File: src/rtl/arith_pkg.sv
// Shared definitions for the bit-serial arithmetic blocks: controller states
// and the default operand width.
package arith_pkg;

  localparam int DEFAULT_WIDTH = 8;

  typedef enum logic [1:0] {
    IDLE = 2'd0,
    RUN  = 2'd1,
    DONE = 2'd2
  } state_t;

endpackage

File: src/rtl/full_subtractor.sv
// One-bit full subtractor: d = a - b - bin, with bout raised when a < b + bin.
module full_subtractor (
  input  logic a,
  input  logic b,
  input  logic bin,
  output logic d,
  output logic bout
);

  always_comb begin
    d    = a ^ b ^ bin;
    bout = (~a & b) | (~(a ^ b) & bin);
  end

endmodule

File: src/rtl/sub_8bit_serial.sv
// Bit-serial subtractor: one bit per cycle, LSB first, through a single full
// subtractor; the result is published together with a one-cycle done pulse.
module sub_8bit_serial
  import arith_pkg::*;
#(
  parameter int WIDTH = DEFAULT_WIDTH
) (
  input  logic             clk,
  input  logic             rst,
  input  logic             start,
  input  logic [WIDTH-1:0] A,
  input  logic [WIDTH-1:0] B,
  input  logic             Bin,
  output logic             ready,
  output logic             done,
  output logic [WIDTH-1:0] Diff,
  output logic             Bout,
  output logic             Ovf
);

  localparam int IDX_W = (WIDTH > 1) ? $clog2(WIDTH) : 1;
  localparam logic [IDX_W-1:0] LAST_IDX = IDX_W'(WIDTH - 1);

  state_t           state, state_nxt;
  logic [IDX_W-1:0] idx;
  logic [WIDTH-1:0] a_q, b_q, diff_sh;
  logic             borrow_q;
  logic             fs_d, fs_bout;
  logic             accept;

  // Signed overflow of a - b: operand signs differ and the result sign
  // disagrees with the minuend.
  function automatic logic sub_ovf(input logic a_msb, input logic b_msb,
                                   input logic d_msb);
    return (a_msb != b_msb) && (d_msb != a_msb);
  endfunction

  full_subtractor u_fs (
    .a   (a_q[idx]),
    .b   (b_q[idx]),
    .bin (borrow_q),
    .d   (fs_d),
    .bout(fs_bout)
  );

  always_comb begin
    state_nxt = state;
    ready     = (state == IDLE);
    accept    = (state == IDLE) && start;
    case (state)
      IDLE:    if (start) state_nxt = RUN;
      RUN:     if (idx == LAST_IDX) state_nxt = DONE;
      DONE:    state_nxt = IDLE;
      default: state_nxt = IDLE;
    endcase
  end

  // Operand capture and serial bit stage; the borrow ripples one bit per edge.
  always_ff @(posedge clk) begin
    if (accept) begin
      a_q      <= A;
      b_q      <= B;
      borrow_q <= Bin;
    end else if (state == RUN) begin
      diff_sh[idx] <= fs_d;
      borrow_q     <= fs_bout;
    end
  end

  // Control and result publication; outputs only move on the DONE edge.
  always_ff @(posedge clk) begin
    if (rst) begin
      state <= IDLE;
      idx   <= '0;
      done  <= 1'b0;
      Diff  <= '0;
      Bout  <= 1'b0;
      Ovf   <= 1'b0;
    end else begin
      state <= state_nxt;
      done  <= (state == DONE);
      if (accept) begin
        idx <= '0;
      end else if (state == RUN) begin
        idx <= (idx == LAST_IDX) ? '0 : idx + 1'b1;
      end
      if (state == DONE) begin
        Diff <= diff_sh;
        Bout <= borrow_q;
        Ovf  <= sub_ovf(a_q[WIDTH-1], b_q[WIDTH-1], diff_sh[WIDTH-1]);
      end
    end
  end

endmodule
File: config.mk
export PLATFORM = sky130hd
export DESIGN_NAME = sub_8bit_serial
export DESIGN_NICKNAME = d
export VERILOG_FILES = /design/src/rtl/arith_pkg.sv /design/src/rtl/full_subtractor.sv /design/src/rtl/sub_8bit_serial.sv
export SDC_FILE = /design/constraint.sdc
export NUM_CORES = 1
export LEC_CHECK = 0
export CAP_MARGIN = 15
export CELL_PAD_IN_SITES_DETAIL_PLACEMENT = 0
export CELL_PAD_IN_SITES_GLOBAL_PLACEMENT = 2
export CORE_ASPECT_RATIO = 0.5
export CORE_MARGIN = 8
export CORE_UTILIZATION = 35
export CTS_BUF_LIST = sky130_fd_sc_hd__clkbuf_8
export DETAILED_ROUTE_END_ITERATION = 6
export GPL_TIMING_DRIVEN = 0
export PLACE_DENSITY_LB_ADDON = 0.12
export REMOVE_ABC_BUFFERS = 1
export SLEW_MARGIN = 25
export SYNTH_ARGS = -nofsm -noshare
export SYNTH_HDL_FRONTEND = slang
export SYNTH_SLANG_ARGS = --single-unit
File: constraint.sdc
create_clock -name clk -period 2.83 [get_ports clk]
set_input_delay 0.849 -clock clk [delete_from_list [all_inputs] [get_ports clk]]
set_output_delay 0.849 -clock clk [all_outputs]
set_load 0.01 [all_outputs]
==> summary.md <==
| Metric | Value |
|---|---|
| Tot Pwr | 0.00115 W |
| First-pass GRT wire length | 5.11 mm |
| Post-CTS resize count | 0 |
| Hpwl dp | 2.05 mm |
| Die W | 112 um |
| Number of synthesized flops with an enable pin | 25 |
| Tightest hold margin | 0.458 ns |
| Yosys warning count | 0 |
| First-pass DRT Iterations | 3 |
| Clk_lat worst skew | between 0.2 and 0.3 ns |
| Post-synthesis instance total | 123 |
| DP Area | 1970 um2 |
| Initial Utilization | a little over a third |
| Tmin final | 2.45 ns |
| Final Cycle Share | 86.6% |
| Total Wirelength | 2.97 mm |
| Gpl congestion | 0.742 |
| WP data required | 2.82 ns |
| Synth top area cells | edfxtp_1, dfxtp_1, mux4_1, nand2_1, a21oi_1 |
| Wire length per cell | 13.9 um |
| Setup CP Type | reg -> reg |
| Prevailing post-synth register cell | edfxtp_1 |
| Setup TNS | 0 ns |
| Area grow syn2layout | 28.3% |
| Num CTS Buffers | 5 |
| Max Clk Rate | around 410 MHz |
| Status | complete, no violations |
| H-Tree Depth | 2 |
| Synth Area per Inst | approximately 13 um2 |
| Die Y | 63.9 um |
| Worst-margin pin slew | 0.775 ns |
| Layout cells sized above 1 | 7.64% |
| Non-Filler Instances | 214 |
| Worst min path class | reg -> reg |
| Crit-path max FO | 12 |
| Site Rows | 17 |
| Hold-fix buffers, CTS | 0 |
| Share of the synthesized area in the top cell type | between 40% and 50% |
| Setup Fix Bufs, Post-CTS | 0 |
| Post-route cell area | between 2000 and 2500 um2 |
| #FFs+latches synth | 41 |
| Most frequent cells after synthesis | edfxtp_1, nand2_1, dfxtp_1, nor2_1, a21oi_1 |
| IO Count | 32 |
| Total GRT Usage | roughly 9.1% |
| Final Hold Vio Count | 0 |
| N_diodes | 0 |
| Nets | 179 |
| Worst EP arrival | 2.44 ns |
| Core area | 4400 um2 |
| Clk sink count | just over 40 |
| Leak pwr | 0.699 nW |
| I/O Buffers | 31 |
| Root buf cell | clkbuf_8 |
| Grt ovf | 0 |
| CP bufs+invs | 0 |
| Vias | 986 |
| Residual DRC | 0 |
| Antenna violations before repair | 0 |
| Final setup viols | 0 |
| Final-report max-slew violation count | 0 |
| Critical Path Source Type | flip-flop |
| DRT iter0 DRCs | 40 |
| Mapped Area | around 1600 um2 |
| CTS clock-pin slew for the worst setup and hold paths | 0.08 ns |
| Max-Cap Viols | 0 |
| RSZ-0062 raised after global routing | false |
| Fraction of registers with async set/reset | 0% |
| Distinct cells, synth | 30 |
| Longest Clk Path Bufs | 2 |
| Worst-path cell chain | mux4_1 > mux2_4 > fa_1 |
| Crit path max-delay family | multiplexers |
| CP max-delay cell | dfxtp_1 |
| Slew HR | 48.2% |
| Count leader, synth | edfxtp_1 |
| Yosys top cell by area | edfxtp_1 |
| CTS tree | yes |
| Pin count of the biggest net entering global routing | 17 |
| Crit-path max cell delay | approximately 0.65 ns |
| Setup crit end kind | flip-flop |
| Power per cell area | around 560 nW/um2 |
| Die area | 7150 um2 |
| Post-DRT Antenna Nets | 0 |
| Layout Skew | 0.00538 ns |
| Via density | between 4 and 5 |
| Placed instance count | a little over 200 |
| Peak VDD IR | roughly 250 uV |
| Vias in the first global route | 1,075 |
| Seq/Total Area, Yosys | around two thirds |
## worst register-to-register path, stage by stage, from the launching register on
cell,delay (ns)
dfxtp_1,0.65
mux4_1,0.64
mux2_4,0.29
fa_1,0.58
## stage by stage
stage          setup slack [ns]  utilization (%)
2_1_floorplan             0.187                -
5_1_grt                   0.276             46.8
6_report                  0.379             46.8
4_1_cts                   0.342             46.8
3_5_place_dp              0.395             44.8
3_3_place_gp             -0.897             44.3
## cell families after synthesis
logic type / share of synthesized area [%]
flops: 66.7
fa+ha+maj: 2.80
compound gates: 5.45
buf+inv: 2.96
mux: 8.49
simple gates: 13.6
## path summary, 6_finish.rpt
kind / from / end / slack [ns] / cells after the start
max: idx[0]$_SDFFE_PP0N_ / diff_sh[1]$_DFFE_PP_ / 0.38 / 3
min reg2reg: Diff[2]$_SDFFE_PP0P_ / Diff[2]$_SDFFE_PP0P_ / 0.46 / 2
min: Diff[2]$_SDFFE_PP0P_ / Diff[2]$_SDFFE_PP0P_ / 0.46 / 2
max reg2reg: idx[0]$_SDFFE_PP0N_ / diff_sh[1]$_DFFE_PP_ / 0.38 / 3
## power breakdown
| group | leakage, nW | total (W) | internal, W | switching [W] |
|---|---|---|---|---|
| clock network | 0.0538 | 0.000385 | 0.000192 | 0.000193 |
| logic | 0.280 | 0.0000879 | 0.0000507 | 0.0000372 |
| registers | 0.364 | 0.000680 | 0.000667 | 0.0000127 |
| total | 0.699 | 0.00115 | 0.000909 | 0.000243 |
## layer usage
metal  vias up  share of wire (%)  GRT usage (%)
met5         -                  0              0
met4         0                1.4           5.06
met3         4                7.8           4.59
met2        26                 43           13.8
met1       453                 48           10.5
li1        503                  -              -
## flip-flops by register name, summed over array words and instances (netlist names)
| signal | cells |
|---|---|
| Diff | 8 |
| a_q | 8 |
| state | 2 |
| b_q | 8 |
| Ovf | 1 |
| diff_sh | 8 |
| idx | 3 |
| borrow_q | 1 |
| done | 1 |
| Bout | 1 |
## area by class of cell
| cell class | count | area [um2] |
|---|---|---|
| clock buffers | 6 | 82.6 |
| clock inverters | 2 | 7.51 |
| inverters | 3 | 11.3 |
| repair buffers | 33 | 325 |
| flip-flops and latches | 41 | 1070 |
| fillers | 411 | 2340 |
| multi-input cells | 72 | 493 |
| well taps | 57 | 71.3 |
## cell usage in the layout, fill, tap and decap left out, types with 2 or more instances in the layout
master,count
a21oi_1,10
nor2_1,12
inv_1,5
nand2_1,21
nand2b_1,3
ha_1,2
dfxtp_1,16
clkbuf_8,6
nor3_1,3
mux4_1,3
buf_4,2
mux2i_1,2
clkdlybuf4s50_1,31
edfxtp_1,25
No activity file was read; power rests on OpenSTA's default activity.
